--- config.mk ---
export PLATFORM = sky130hd
export DESIGN_NAME = spi_reg_responder
export DESIGN_NICKNAME = d
export VERILOG_FILES = /design/src/rtl/spi_reg_responder.sv
export SDC_FILE = /design/constraint.sdc
export NUM_CORES = 1
export LEC_CHECK = 0
export BUFFER_PORTS_ARGS = -buffer_cell sky130_fd_sc_hd__buf_4
export CORE_UTILIZATION = 43
export DETAILED_ROUTE_END_ITERATION = 8
export PLACE_DENSITY = 0.68
export SETUP_SLACK_MARGIN = 0.05
export SYNTH_ARGS = -nofsm -noshare
export SYNTH_HDL_FRONTEND = slang
export SYNTH_SLANG_ARGS = --single-unit
--- constraint.sdc ---
create_clock -name CLK -period 2.26 [get_ports CLK]
set_clock_uncertainty 0.1 [all_clocks]
set_input_delay 0.113 -clock CLK [delete_from_list [all_inputs] [get_ports CLK]]
set_output_delay 0.113 -clock CLK [all_outputs]
set_load 0.05 [all_outputs]
--- src/rtl/spi_reg_responder.sv ---
// SPI mode-0 responder exposing a 16x8 register file; optional write-frame counter at 0x7F via SPI_REG_RESPONDER_STATUS_EN.
// Latency: SYNC_STAGES+1 CLK from an SCLK edge to action; WR_STB 1 CLK after the 8th data bit, REG0 1 CLK later.
// Backpressure: none; the master paces everything, SCLK must stay <= CLK/8.
`timescale 1ns/1ps
module spi_reg_responder #(
    parameter int         SYNC_STAGES = 2,
    parameter logic [7:0] REG_INIT0   = 8'h00
) (
    input  logic       CLK,
    input  logic       RST_N,
    input  logic       SCLK,
    input  logic       CS_N,
    input  logic       MOSI,
    output logic       MISO,
    output logic [7:0] REG0,
    output logic       WR_STB,
    output logic [3:0] WR_ADDR,
    output logic [7:0] WR_DATA
);

    typedef enum logic [1:0] {IDLE, CMD, WDATA, RDATA} state_t;

    state_t                 state, state_nxt;
    logic [SYNC_STAGES-1:0] sclk_sync, cs_sync, mosi_sync;
    logic                   sclk_s, cs_s, mosi_s, sclk_d, cs_d;
    logic                   sclk_rise, sclk_fall, cs_fall, byte_done;
    logic [2:0]             bit_cnt;
    logic [6:0]             shift_in;
    logic [7:0]             shift_out, rx_byte, rd_byte;
    logic [6:0]             addr, rd_addr;
    logic [7:0]             regs [16];

    // CS sync resets to "selected" so a frame already running at reset release is never seen as a new fall
    always_ff @(posedge CLK or negedge RST_N) begin
        if (!RST_N) begin
            sclk_sync <= '0;
            cs_sync   <= '0;
            mosi_sync <= '0;
            sclk_d    <= 1'b0;
            cs_d      <= 1'b0;
        end else begin
            sclk_sync <= {sclk_sync[SYNC_STAGES-2:0], SCLK};
            cs_sync   <= {cs_sync[SYNC_STAGES-2:0], CS_N};
            mosi_sync <= {mosi_sync[SYNC_STAGES-2:0], MOSI};
            sclk_d    <= sclk_s;
            cs_d      <= cs_s;
        end
    end

    assign sclk_s    = sclk_sync[SYNC_STAGES-1];
    assign cs_s      = cs_sync[SYNC_STAGES-1];
    assign mosi_s    = mosi_sync[SYNC_STAGES-1];
    assign sclk_rise = sclk_s & ~sclk_d;
    assign sclk_fall = ~sclk_s & sclk_d;
    assign cs_fall   = cs_d & ~cs_s;
    assign rx_byte   = {shift_in, mosi_s};
    assign byte_done = (state != IDLE) && !cs_s && sclk_rise && (bit_cnt == 3'd7);
    assign REG0      = regs[0];

    always_ff @(posedge CLK or negedge RST_N) begin
        if (!RST_N) state <= IDLE;
        else        state <= state_nxt;
    end

    always_comb begin
        state_nxt = state;
        case (state)
            IDLE:    if (cs_fall) state_nxt = CMD;
            CMD:     if (byte_done) state_nxt = rx_byte[7] ? RDATA : WDATA;
            default: state_nxt = state;
        endcase
        if (cs_s) state_nxt = IDLE;
    end

`ifdef SPI_REG_RESPONDER_STATUS_EN
    logic [7:0] wr_frames;
    logic       frame_wrote;

    always_ff @(posedge CLK or negedge RST_N) begin
        if (!RST_N) begin
            wr_frames   <= 8'h00;
            frame_wrote <= 1'b0;
        end else begin
            if (state == IDLE)
                frame_wrote <= 1'b0;
            else if (state == WDATA && byte_done)
                frame_wrote <= 1'b1;
            if (state == WDATA && cs_s && frame_wrote)
                wr_frames <= wr_frames + 8'd1;
        end
    end
`endif

    // The command byte's address is needed in the same cycle the command completes
    always_comb begin
        rd_addr = (state == CMD) ? rx_byte[6:0] : addr;
        rd_byte = 8'h00;
        if (rd_addr[6:4] == 3'd0)
            rd_byte = regs[rd_addr[3:0]];
`ifdef SPI_REG_RESPONDER_STATUS_EN
        else if (rd_addr == 7'h7F)
            rd_byte = wr_frames;
`endif
    end

    always_ff @(posedge CLK or negedge RST_N) begin
        if (!RST_N) begin
            bit_cnt   <= 3'd0;
            shift_in  <= 7'd0;
            shift_out <= 8'h00;
            addr      <= 7'd0;
            MISO      <= 1'b0;
            WR_STB    <= 1'b0;
            WR_ADDR   <= 4'd0;
            WR_DATA   <= 8'h00;
            for (int i = 1; i < 16; i++) regs[i] <= 8'h00;
            regs[0] <= REG_INIT0;
        end else begin
            WR_STB <= 1'b0;
            if (WR_STB) regs[WR_ADDR] <= WR_DATA;
            if (cs_s || state == IDLE) begin
                bit_cnt   <= 3'd0;
                shift_in  <= 7'd0;
                shift_out <= 8'h00;
                MISO      <= 1'b0;
            end else if (sclk_rise) begin
                shift_in <= rx_byte[6:0];
                bit_cnt  <= bit_cnt + 3'd1;
                if (bit_cnt == 3'd7) begin
                    case (state)
                        CMD: begin
                            if (rx_byte[7]) begin
                                shift_out <= rd_byte;
                                addr      <= rx_byte[6:0] + 7'd1;
                            end else begin
                                addr      <= rx_byte[6:0];
                            end
                        end
                        WDATA: begin
                            if (addr[6:4] == 3'd0) begin
                                WR_STB  <= 1'b1;
                                WR_ADDR <= addr[3:0];
                                WR_DATA <= rx_byte;
                            end
                            addr <= addr + 7'd1;
                        end
                        RDATA: begin
                            shift_out <= rd_byte;
                            addr      <= addr + 7'd1;
                        end
                        default: ;
                    endcase
                end
            end else if (sclk_fall) begin
                MISO      <= shift_out[7];
                shift_out <= {shift_out[6:0], 1'b0};
            end
        end
    end

endmodule

==> impl_metrics.json <==
{
  "status": "complete, but fails checks",
  "failing_checks": "setup timing",
  "cts.root.buffer_cell": "clkbuf_16",
  "synthToLayoutAreaGrowth_pct": 19.45,
  "syn-mean-instance-area_sq_um": 12.13,
  "critPathRequiredTime_ns": 2.50,
  "cts-root-to-sink-buffers": 2,
  "fmaxAchievable_mhz": 442.3,
  "sequentialPowerShare_pct": 48.0,
  "detail_routed_via_count_per_cell": 5.687,
  "synthTopCellsByArea": "dfrtp_1 (53%), mux2_2 (19%), mux2i_1 (5.9%), nand2_1 (2.5%), a21oi_1 (1.7%)",
  "initial_utilization_pct": 44.20,
  "reg2reg_slack_ns": -0.001,
  "p_sw_mw": 1.469,
  "async_reset_ff_share_pct": 100.0,
  "synth-seq-area-share_pct": 53.22,
  "layout_commonest_cell": "dfrtp_1",
  "via_count": 5778,
  "rows": 50,
  "post_route_cells_drive_above_1_share_pct": 36.64,
  "num_io_pins": 27,
  "remaining_drc_errors": 0,
  "globalplace.congestion": 0.8670,
  "cts_tree": "built",
  "final-max-slew-violation-count": 0,
  "final_critical_path_setup_slack_ns": -0.001086,
  "layout.cell_area.non_filler_sq_um": 9942,
  "timing.slew.headroom_pct": 46.40,
  "combinational_power_share_pct": 3.9,
  "netlist_instances": 686,
  "place_inst": 970,
  "clock-sinks": 177,
  "cts-buffers-inserted": 17,
  "grt.overflow.total": 0,
  "worst_setup_path_end_kind": "register",
  "num_antenna_cells": 0,
  "syn_nets": 697,
  "first_global_vias": 5971,
  "timing.final.crit_share_pct": 100.0,
  "maxCapViolations": 0,
  "pwr_density_cell_nw_per_um2": 667.4,
  "wp_data_arrival_ns": 2.50,
  "tns_ns": -0.001086,
  "critical_path_class": "register to register",
  "period_minus_slack_ns": 2.261,
  "swShare_pct": 22.13,
  "final_net_count": 754,
  "r2r_end": "shift_out[5]$_DFFE_PN0P_",
  "yosys_warnings": 0,
  "postRouteWirelength_um": 21440,
  "p_int_mw": 5.167,
  "die_span_x_um": 141.1,
  "vdd_drop_max_uv": 557.8,
  "mostFrequentLayoutCells": "dfrtp_1 (177), mux2_2 (136), buf_4 (73)",
  "worstMarginPinSlew_ns": 0.8040,
  "detailedRoute.firstPassIterationCount": 5,
  "pin_count_of_the_biggest_net_entering_global_routing": 73,
  "ant_nets": 0,
  "dr.first_iter.drc_count": 469,
  "holdWs_ns": 0.1836,
  "wire_length_of_the_first_global_routing_pass_um": 33510,
  "ff2ff_path_depth": 8,
  "synth_top_area_share_pct": 53.22,
  "grt.total_usage_pct": 22.59,
  "min_path_type": "input port to async pin",
  "total_power_mw": 6.635,
  "grt_antenna_before_repair": 0,
  "avgRoutedWirePerCell_um": 21.10,
  "layoutNonFillerInstCount": 1016,
  "critical_path_peak_fanout": 7,
  "synth_area_sq_um": 8323,
  "timing.rr.start": "state[1]$_DFFE_PN0P_",
  "dp_hpwl_um": 14410,
  "power_leakage_nw": 4.563,
  "detailed_place.area_sq_um": 9024,
  "synth.ff_latch_count": 177,
  "timing.critical_path.from_type": "register",
  "synth_area_leader_cell": "dfrtp_1",
  "setup_viol_count_final": 1,
  "clk_latency_ns": 0.43,
  "hold_viol": 0,
  "clk_pin_slew_worst_paths_ns": 0.07,
  "ys_types": 52,
  "synth_edf_count": 0,
  "power_share_of_the_clock_group_pct": 48.2,
  "die_area_sq_um": 19920,
  "dominantRegCellSynth": "dfrtp_1",
  "htree_num_levels": 4,
  "port_buffer_count": 26,
  "rsz0062_at_grt": "true",
  "core_sq_um": 18830,
  "die_height_um": 141.1
}
## worst max path at each step
| stage | from | endpoint | slack (ns) | cells after the start |
|---|---|---|---|---|
| floorplan | state[0]$_DFFE_PN0P_ | shift_out[4]$_DFFE_PN0P_ | 0.09 | 7 |
| global placement | state[1]$_DFFE_PN0P_ | shift_out[4]$_DFFE_PN0P_ | 0.01 | 7 |
| detailed placement | state[1]$_DFFE_PN0P_ | shift_out[6]$_DFFE_PN0P_ | 0.01 | 7 |
| CTS | state[1]$_DFFE_PN0P_ | shift_out[4]$_DFFE_PN0P_ | 0.03 | 7 |
| global route | state[1]$_DFFE_PN0P_ | shift_out[2]$_DFFE_PN0P_ | -0.04 | 8 |
| finish | state[1]$_DFFE_PN0P_ | shift_out[5]$_DFFE_PN0P_ | -0.001 | 8 |
## cells by family after synthesis
logic type | after synthesis | synth area share [%]
xor gates and xnor gates | 7 | 0.7366
adders and majority gates | 6 | 0.9020
and+or+nand+nor | 146 | 8.268
buffers and inverters | 57 | 3.277
AOI/OAI and AO/OA | 92 | 6.930
muxes | 201 | 26.67
DFF | 177 | 53.22
## sequential cells by signal, summed over array words and instances (netlist names), 2 cells and up
signal     flops
shift_in       7
addr           7
sclk_sync      2
bit_cnt        3
WR_DATA        8
cs_sync        2
regs         120
REG0           8
mosi_sync      2
WR_ADDR        4
shift_out      8
state          2
## synthesized netlist by cell type (all sizes together) (5+ instances only)
| cell | count |
|---|---|
| buf | 20 |
| o31ai | 6 |
| mux2 | 150 |
| a31oi | 6 |
| a21oi | 29 |
| o21ai | 9 |
| nand2b | 8 |
| ha | 6 |
| nand2 | 56 |
| mux2i | 50 |
| inv | 6 |
| dfrtp | 177 |
| nor2 | 36 |
| nor3 | 5 |
| o22ai | 21 |
| nor3b | 5 |
| nand3 | 9 |
| nor4 | 10 |
| xnor2 | 5 |
| clkbuf | 31 |
## through the flow
stage | utilization, % | setup slack (ns)
floorplan | - | 0.09388
global placement | 47.92 | 0.01344
detailed placement | 47.92 | 0.01185
CTS | 51.62 | 0.03001
global route | 52.80 | -0.04356
finish | 52.80 | -0.001086
## final cells by class
class	instances	area (sq um)
clock buffers	18	439.2
clock inverters	14	201.4
fillers	1571	8889
inverters	6	22.52
multi-input cells	452	3716
flip-flops and latches	177	4429
well taps	260	325.3
repair buffers	89	808.3
## metal layers
layer  GRT usage [%]  up-vias  wire length, um
met2           36.01      179            10270
met5               0        -                0
met4           9.439        0              665
met1           29.89     2973             9513
li1                -     2581                -
met3           4.857       45              986
## power by group through the flow
stage / sequential [mW] / combinational, mW / clock [mW]
finish: 3.18 / 0.256 / 3.20
global route: 3.18 / 0.281 / 3.37
CTS: 3.18 / 0.230 / 3.23
detailed placement: 3.24 / 0.222 / 0
global placement: 3.24 / 0.218 / 0
floorplan: 3.24 / 0.0934 / 0
## critical path, stage by stage, from the launching register on
cell	delay [ns]
dfrtp_1	0.38
and2b_2	0.25
buf_6	0.13
mux2_4	0.38
buf_4	0.20
mux2i_1	0.13
o221ai_1	0.28
o32ai_1	0.15
o22ai_1	0.17
## timing repair
action,4_1_cts,5_1_grt
pin swaps,3,9
endpoints found under the hold margin,71,0
setup buffers,0,6
gates cloned,0,4
hold buffers,4,0
resized for setup,4,18
endpoints found under the setup margin,6,20
No activity file was read; power rests on OpenSTA's default activity.
